File: src/rtl/print_arbiter.sv
// Two-requester print-word arbiter: round-robin into a 4-deep FIFO, then drains
// the buffered words as write bursts on a shared bus.
module print_arbiter #(
  parameter logic [31:0] baseAddr = 32'h50000000
) (
  input  logic        clk_i,
  input  logic        rst_i,
  input  logic        req0_valid_i,
  input  logic [31:0] req0_data_i,
  output logic        req0_ready_o,
  input  logic        req1_valid_i,
  input  logic [31:0] req1_data_i,
  output logic        req1_ready_o,
  output logic        bus_request_o,
  input  logic        bus_grant_i,
  output logic [31:0] bus_addrData_o,
  output logic [3:0]  bus_byteEnables_o,
  output logic [7:0]  bus_burstSize_o,
  output logic        bus_readNWrite_o,
  output logic        bus_beginTransaction_o,
  output logic        bus_endTransaction_o,
  output logic        bus_dataValid_o,
  input  logic        bus_busy_i,
  input  logic        bus_error_i,
  output logic [2:0]  fifoCount_o
);
  localparam int fifoDepth = 4;

  typedef enum logic [2:0] {S_IDLE, S_REQ, S_BEGIN, S_DATA, S_END} state_t;

  state_t      r_state;
  logic [31:0] r_mem [fifoDepth];
  logic [1:0]  r_wr_ptr, r_rd_ptr;
  logic [2:0]  r_count, r_burst_len, r_beat;
  logic        r_last;
  logic        r_request, r_begin, r_end, r_dv;
  logic [31:0] r_addr_data;
  logic [3:0]  r_byte_en;
  logic [7:0]  r_burst_size;

  logic        w_can_push, w_pick1, w_push, w_pop, w_last_beat;
  logic [31:0] w_push_data, w_head, w_head_next;

  // r_last = 1 means requester 1 was accepted most recently, so requester 0 wins a tie
  assign w_can_push   = !rst_i && (r_count < 3'(fifoDepth));
  assign w_pick1      = req1_valid_i && (!req0_valid_i || !r_last);
  assign req0_ready_o = w_can_push && req0_valid_i && !w_pick1;
  assign req1_ready_o = w_can_push && w_pick1;
  assign w_push       = req0_ready_o || req1_ready_o;
  assign w_push_data  = w_pick1 ? req1_data_i : req0_data_i;
  assign w_pop        = (r_state == S_DATA) && !bus_busy_i && !bus_error_i;
  assign w_last_beat  = (r_beat == r_burst_len - 3'd1);
  assign w_head       = r_mem[r_rd_ptr];
  assign w_head_next  = r_mem[r_rd_ptr + 2'd1];

  always_ff @(posedge clk_i) begin
    if (w_push) r_mem[r_wr_ptr] <= w_push_data;
  end

  always_ff @(posedge clk_i) begin
    if (rst_i) begin
      r_wr_ptr <= '0;
      r_rd_ptr <= '0;
      r_count  <= '0;
      r_last   <= 1'b1;
    end else begin
      if (w_push) begin
        r_wr_ptr <= r_wr_ptr + 2'd1;
        r_last   <= w_pick1;
      end
      if (w_pop) r_rd_ptr <= r_rd_ptr + 2'd1;
      case ({w_push, w_pop})
        2'b10:   r_count <= r_count + 3'd1;
        2'b01:   r_count <= r_count - 3'd1;
        default: r_count <= r_count;
      endcase
    end
  end

  // Bus outputs are registered and default to zero so the bus can be OR-combined.
  always_ff @(posedge clk_i) begin
    if (rst_i) begin
      r_state      <= S_IDLE;
      r_burst_len  <= '0;
      r_beat       <= '0;
      r_request    <= 1'b0;
      r_begin      <= 1'b0;
      r_end        <= 1'b0;
      r_dv         <= 1'b0;
      r_addr_data  <= '0;
      r_byte_en    <= '0;
      r_burst_size <= '0;
    end else begin
      r_request    <= 1'b0;
      r_begin      <= 1'b0;
      r_end        <= 1'b0;
      r_dv         <= 1'b0;
      r_addr_data  <= '0;
      r_byte_en    <= '0;
      r_burst_size <= '0;
      case (r_state)
        S_IDLE: begin
          // An incoming push already counts, giving push-to-begin in two cycles
          if (r_count != 3'd0 || w_push) begin
            r_state   <= S_REQ;
            r_request <= 1'b1;
          end
        end
        S_REQ: begin
          if (bus_grant_i) begin
            r_state      <= S_BEGIN;
            r_burst_len  <= r_count;
            r_begin      <= 1'b1;
            r_addr_data  <= baseAddr;
            r_byte_en    <= 4'hF;
            r_burst_size <= {5'd0, r_count - 3'd1};
          end else begin
            r_request <= 1'b1;
          end
        end
        S_BEGIN: begin
          if (bus_error_i) begin
            r_state <= S_END;
            r_end   <= 1'b1;
          end else begin
            r_state     <= S_DATA;
            r_beat      <= '0;
            r_dv        <= 1'b1;
            r_addr_data <= w_head;
            r_byte_en   <= 4'hF;
          end
        end
        S_DATA: begin
          if (bus_error_i || (!bus_busy_i && w_last_beat)) begin
            r_state <= S_END;
            r_end   <= 1'b1;
          end else begin
            r_dv        <= 1'b1;
            r_byte_en   <= 4'hF;
            r_addr_data <= bus_busy_i ? w_head : w_head_next;
            if (!bus_busy_i) r_beat <= r_beat + 3'd1;
          end
        end
        default: r_state <= S_IDLE;
      endcase
    end
  end

  assign bus_request_o          = r_request;
  assign bus_beginTransaction_o = r_begin;
  assign bus_endTransaction_o   = r_end;
  assign bus_dataValid_o        = r_dv;
  assign bus_addrData_o         = r_addr_data;
  assign bus_byteEnables_o      = r_byte_en;
  assign bus_burstSize_o        = r_burst_size;
  assign bus_readNWrite_o       = 1'b0;
  assign fifoCount_o            = r_count;
endmodule

File: config.mk
export PLATFORM = sky130hd
export DESIGN_NAME = print_arbiter
export DESIGN_NICKNAME = d
export VERILOG_FILES = /design/src/rtl/print_arbiter.sv
export SDC_FILE = /design/constraint.sdc
export NUM_CORES = 1
export LEC_CHECK = 0
export CORE_ASPECT_RATIO = 1.1
export CORE_MARGIN = 10
export CORE_UTILIZATION = 44
export CTS_BUF_LIST = sky130_fd_sc_hd__clkbuf_4
export DETAILED_ROUTE_END_ITERATION = 10
export PLACE_DENSITY_LB_ADDON = 0.08
export SYNTH_ARGS = -nofsm -noshare
export SYNTH_HDL_FRONTEND = slang
export SYNTH_SLANG_ARGS = --single-unit
File: constraint.sdc
create_clock -name clk_i -period 2.3 [get_ports clk_i]
set_input_delay 0.46 -clock clk_i [delete_from_list [all_inputs] [get_ports clk_i]]
set_output_delay 0.46 -clock clk_i [all_outputs]
set_load 0.03 [all_outputs]
==> run metrics, run 1 <==
Crit-path slowest cell clkdlybuf4s50_1; Static Leakage 3.50 nW; # rows 53; total of max-cap violations 0; Non-Filler Instances 903; crit path max fanout 4; crit end category primary output; VDD IR max 0.343 mV; worst-margin pin slew 0.649 ns; Worst Path Buf+Inv 1; drt initial violations 265; Data arrival, critical path 1.71 ns; Synth Register Bits 187; Clock transition at path regs 0.15 ns; Fin. Hold Viols 0; synth unique cells 45; Crit. path cell count 1; global-route wire length before repair 30,100 um; IO buf count 118; Ys Warns 0; slew margin rel. 56.2%; dpl cells 870; fmax 461 MHz; IO Pins 125; Design Power 6.41 mW; number of global-route vias before repair 5,355; synth-to-layout area growth 23.9%; H-tree Lvls 4; synthesized-area fraction occupied by adder cells 1.47%; vias post-DR 4,965; Worst setup SP type register; Largest stage delay, worst path 0.72 ns; clock tree buffer depth 2; die area 25,300 um2; Slew Viols, Final 0; vias per cell 5.50; Post-DRT Antenna Nets 0; DRC viols 0; die height 166 um; syn avg cell area 16.7 um2; root buf cell clkbuf_4; XOR/XNOR Fraction of Synth Area 1.10%; Resized cells post-CTS 1; Hold WC Path Type primary input to register; most common flop cell mapped by yosys edfxtp_1; largest family of logic cells by synthesized area multiplexers; Post-synth EDFFs 128; nets 723; Starting Density 44.6%; CORE AREA 19,100 um2; WL per Instance 21.1 um; Die W 153 um; Clock Skews 0.0206 ns; Crit Path Category register to primary output; # clock sinks 187; largest net degree at the start of global routing 33; simple-gate portion of the synthesized area 3.59%; final cycle utilization of the critical path 94.4%; CP delay by family, top buffers and inverters; TritonCTS clock tree yes; total wire length 19,000 um; Post-synth ARST share 0%; worst reg2reg setup slack 0.29 ns; unrepaired setup endpoints after global routing no; Pwr Density 607 nW/um2; Hold Crit Depth 4; Synth Instances 509; grt total ovfl 0; mapped cell area 8510 um2; layout cells sized above 1 29.5%; Setup violations, final 0; Compound-Gate Fraction of Synth Area 6.13%; routability cong. 0.792; final setup TNS 0 ns; Clock Latency Late Sink 0.57 ns; min Tclk post-route 2.17 ns; outcome finished clean; Reg2Reg Depth 7; register area share after synthesis 59.0%; dpl hpwl 12,900 um; DR pass1 iterations 6; Tot GR Track Use 14.9%; CTS Buf Count 17; mux contribution to synthesized area 25.3%; initial antenna violation count 1; CP cell instances clkdlybuf4s50_1; post-cts hold buffer count 0; Setup Fix Bufs, Post-CTS 0; WP data required 1.84 ns
cell usage in the layout (no fill, tap or decap), types with 2 or more instances in the layout:
cell	count
edfxtp_1	128
clkdlybuf4s50_1	113
mux4_2	64
dfxtp_1	55
mux2i_1	35
mux2_2	32
buf_4	24
nor2_1	22
o2bb2ai_1	19
clkbuf_4	19
buf_12	15
a21oi_1	12
o2bb2ai_2	11
ha_1	10
inv_1	9
nand2_1	6
conb_1	6
and2_2	5
xnor2_1	5
o21ai_0	4
nand3_1	4
dfxtp_2	4
xor2_1	3
nor2b_1	3
nor3b_1	3
o22ai_1	3
clkinvlp_4	3
clkinv_4	3
nand3b_1	2
nor3_1	2
o311ai_0	2
nand2b_1	2
o211ai_1	2
bufinv_16	2
clkinv_2	2
inv_8	2
worst register-to-register path: cells and delay by family, from the launching register on:
family	cells	cell delay, ns
and+or+nand+nor	1	0.36
buffers and inverters	2	0.29
AOI/OAI and AO/OA	2	0.27
xor gates and xnor gates	1	0.34
DFF	1	0.39
adders and majority gates	1	0.30
routing by layer:
metal | wire, um | vias up | GRT usage (%) | part of all wire, %
met5 | 0 | - | 0 | 0
met4 | 269 | 0 | 4.81 | 1.4
met3 | 781 | 20 | 3.39 | 4.1
met2 | 10200 | 119 | 26.6 | 53
met1 | 7820 | 2542 | 17.4 | 41
li1 | - | 2284 | - | -
final cells by class:
type	count	area, um2
Antenna cell	1	2.50
Multi-Input combinational cell	272	3250
Clock inverter	13	145
Clock buffer	19	143
Inverter	9	33.8
Sequential cell	187	5030
Tap cell	247	309
Timing Repair Buffer	155	1640
Fill cell	1517	8550
synth_stat cells (4+ instances only):
| cell | number | area (um2) |
|---|---|---|
| edfxtp_1 | 128 | 3840 |
| mux4_2 | 64 | 1440 |
| dfxtp_1 | 59 | 1180 |
| mux2i_1 | 35 | 350 |
| mux2_2 | 32 | 360 |
| clkbuf_1 | 24 | 90.1 |
| nor2_1 | 23 | 86.3 |
| o2bb2ai_1 | 19 | 166 |
| a21oi_1 | 12 | 60.1 |
| o2bb2ai_2 | 11 | 165 |
| ha_1 | 10 | 125 |
| buf_4 | 9 | 67.6 |
| inv_1 | 9 | 33.8 |
| buf_2 | 7 | 35.0 |
| nand2_1 | 6 | 22.5 |
| and2_1 | 5 | 31.3 |
| xnor2_1 | 5 | 43.8 |
| nand3_1 | 4 | 20.0 |
| nor3b_1 | 4 | 30.0 |
| o21ai_0 | 4 | 20.0 |
report_power, final:
group          switching [mW]  internal, mW
Sequential             0.0739          3.75
Clock                    1.12         0.680
Combinational           0.377         0.407
Total                    1.57          4.84
state kept, by name, indices dropped and copies added, names as in the netlist, named ones only:
register                count
r_mem                     128
bus_addrData_o             32
bus_burstSize_o             3
fifoCount_o                 3
r_beat                      3
r_burst_len                 3
r_state                     3
r_rd_ptr                    2
r_wr_ptr                    2
bus_beginTransaction_o      1
bus_byteEnables_o           1
bus_dataValid_o             1
bus_endTransaction_o        1
bus_request_o               1
r_last                      1
final timing paths:
kind                              endpoint                         from
max                         fifoCount_o[1]  fifoCount_o[1]$_SDFFE_PP0P_
min                r_state[1]$_SDFFE_PP0P_                   bus_busy_i
max reg2reg  bus_addrData_o[19]$_SDFF_PP0_  r_burst_len[0]$_SDFFE_PP0P_
min reg2reg         r_beat[1]$_SDFFE_PP0P_       r_beat[1]$_SDFFE_PP0P_
per-stage QoR:
| step | hold slack, ns | setup WS (ns) | area (um2) | util (%) |
|---|---|---|---|---|
| after global placement | 0.461 | 0.123 | 10300 | 53.7 |
| after floorplan | 0.445 | 0.114 | 8550 | - |
| after CTS | 0.368 | 0.0471 | 10500 | 55.2 |
| after global routing | 0.391 | 0.0438 | 10500 | 55.2 |
| after detailed placement | 0.493 | 0.0348 | 10300 | 53.7 |
| final | 0.417 | 0.130 | 10500 | 55.2 |
kinds of logic (layout without fill, tap and decap cells):
logic type      after synthesis  in the layout
simple gates                 58             58
buf+inv                      55            196
mux                         131            131
other cells                   1              7
xor+xnor                      9              9
compound gates               58             58
flops                       187            187
fa+ha+maj                    10             10
Note: power is estimated with default switching activity, not from simulation.
==> run 2: changes to the inputs <==
--- a/config.mk
+++ b/config.mk
@@ -6,10 +6,11 @@
 export NUM_CORES = 1
 export LEC_CHECK = 0
 export CORE_ASPECT_RATIO = 1.1
-export CORE_MARGIN = 10
+export CORE_MARGIN = 2
 export CORE_UTILIZATION = 44
 export CTS_BUF_LIST = sky130_fd_sc_hd__clkbuf_4
 export DETAILED_ROUTE_END_ITERATION = 10
+export HOLD_SLACK_MARGIN = 0.12
 export PLACE_DENSITY_LB_ADDON = 0.08
 export SYNTH_ARGS = -nofsm -noshare
 export SYNTH_HDL_FRONTEND = slang
==> run metrics, run 2 (synthesis results as in run 1) <==
WP data required 1.84 ns (about the same); total wire length 17,800 um (-6.4%); grt total ovfl 0 (unchanged); Static Leakage 3.47 nW (-0.83%); Biggest register r_mem; Worst setup SP type register; Die W 137 um (-10%); Crit-path slowest cell clkdlybuf4s50_1; VDD IR max 0.304 mV (-11%); Place WS 0.0536 ns (+0.0188 ns); Clock Latency Late Sink 0.55 ns (-0.02 ns); Largest stage delay, worst path 0.69 ns (-0.03 ns); Setup Fix Bufs, Post-CTS 0 (unchanged); synth-to-layout area growth 22.9%; dpl hpwl 11,600 um (-10%); root buf cell clkbuf_4; die height 150 um (-9.6%); worst-margin pin slew 0.605 ns (-0.0441 ns); min Tclk post-route 2.12 ns (-0.0508 ns); final setup TNS 0 ns (unchanged); number of global-route vias before repair 5,106 (-4.6%); global-route wire length before repair 27,200 um (-9.5%); Crit Path Category register to primary output; vias per cell 5.53 (+0.65%); Seq. cell area 5030 um2 (about the same); WL per Instance 19.9 um (-5.6%); Fin. Hold Viols 0 (unchanged); Tot GR Track Use 18.0% (+3.0 points); Design Power 6.37 mW (-0.62%); unrepaired setup endpoints after global routing no; initial antenna violation count 1 (unchanged); outcome finished clean; Starting Density 44.7% (+0.16 points); fmax 472 MHz (+2.4%); Data arrival, critical path 1.66 ns (-0.05 ns); layout cells sized above 1 28.6% (-0.87 points); Clock Skews 0.0229 ns (+0.00229 ns); Setup violations, final 0 (unchanged); crit end category primary output; die area 20,500 um2 (-19%); filler cell count 1,524 (+0.46%); slew margin rel. 59.2% (+3.0 points); area of the multi-input gates 3250 um2 (+0.27%); crit path max fanout 4 (unchanged); DR pass1 iterations 4 (-2); highest-count cells in the layout ignoring fill and taps edfxtp_1, clkdlybuf4s50_1, mux4_2; final cycle utilization of the critical path 92.2% (-2.2 points); Pwr Density 608 nW/um2 (+0.14%); CORE AREA 19,000 um2 (-0.35%); vias post-DR 4,953 (-0.24%); TritonCTS clock tree yes; # clock sinks 187 (unchanged); Slew Viols, Final 0 (unchanged); CP cell instances clkdlybuf4s50_1; nets 715 (-1.1%); total of max-cap violations 0 (unchanged); Clock transition at path regs 0.15 ns (about the same); commonest non-fill, non-tap cell in the layout edfxtp_1; Post-DRT Antenna Nets 0 (unchanged); CTS Buf Count 17 (unchanged); DRC viols 0 (unchanged); Worst Path Buf+Inv 1 (unchanged); H-tree Lvls 4 (unchanged); CP delay by family, top buffers and inverters; max reg flops 128 (unchanged); routability cong. 0.809 (+2.1%); # rows 53 (unchanged); IO buf count 118 (unchanged); setup slack after layout 0.180 ns (+0.0508 ns); largest net degree at the start of global routing 34 (+3.0%); drt initial violations 257 (-3.0%); clock tree buffer depth 2 (unchanged); Hold WC Path Type primary input to register; IO Pins 125 (unchanged)
## run 2: worst reg2reg max path: stages, from the launching register on
cell and delay (ns):
dfxtp_1 0.38, inv_1 0.07, ha_1 0.30, xnor2_1 0.19
o41ai_4 0.45, or2_2 0.26, buf_12 0.17, o22ai_1 0.10
## run 2: layer usage
metal,routed length (um),vias up,track usage [%]
met5,0,-,0
met4,98,0,5.00
met3,873,6,3.56
met2,9640,136,32.2
met1,7220,2545,21.9
li1,-,2266,-
## run 2: power by group
group / internal [mW] / switching, mW
Clock: 0.664 / 1.11
Combinational: 0.398 / 0.374
Sequential: 3.75 / 0.0738
Total: 4.81 / 1.56
## run 2: repair_timing
item | CTS | global route
resized for setup | 2 | 3
hold buffers | 0 | 0
endpoints found under the hold margin | 0 | 0
endpoints found under the setup margin | 1 | 2
## run 2: final timing paths
path                                                   from                             to  slack [ns]  cells after the start
worst max-delay path            fifoCount_o[1]$_SDFFE_PP0P_                 fifoCount_o[1]        0.18                      1
worst min-delay path                           req0_valid_i            r_last$_SDFFE_PP1P_        0.32                      4
worst max register to register  r_burst_len[0]$_SDFFE_PP0P_  bus_addrData_o[28]$_SDFF_PP0_        0.26                      7
worst min register to register          r_last$_SDFFE_PP1P_            r_last$_SDFFE_PP1P_        0.51                      2
## run 2: stage by stage
step | hold WS, ns | std cells | cell area [um2] | util [%]
6_report | 0.320 | 895 | 10500 | 55.0
3_5_place_dp | 0.471 | 862 | 10200 | 53.4
4_1_cts | 0.305 | 894 | 10500 | 54.9
3_3_place_gp | 0.458 | 862 | 10200 | 53.4
5_1_grt | 0.336 | 895 | 10500 | 55.0
2_1_floorplan | 0.445 | 514 | 8550 | -
## run 2: final cells by class
class | count | area share (%)
Sequential cell | 187 | 48.1
Multi-Input combinational cell | 272 | 31.1
Timing Repair Buffer | 147 | 14.9
Tap cell | 247 | 2.95
Clock inverter | 14 | 1.39
Clock buffer | 18 | 1.29
Inverter | 9 | 0.323
Antenna cell | 1 | 0.0239
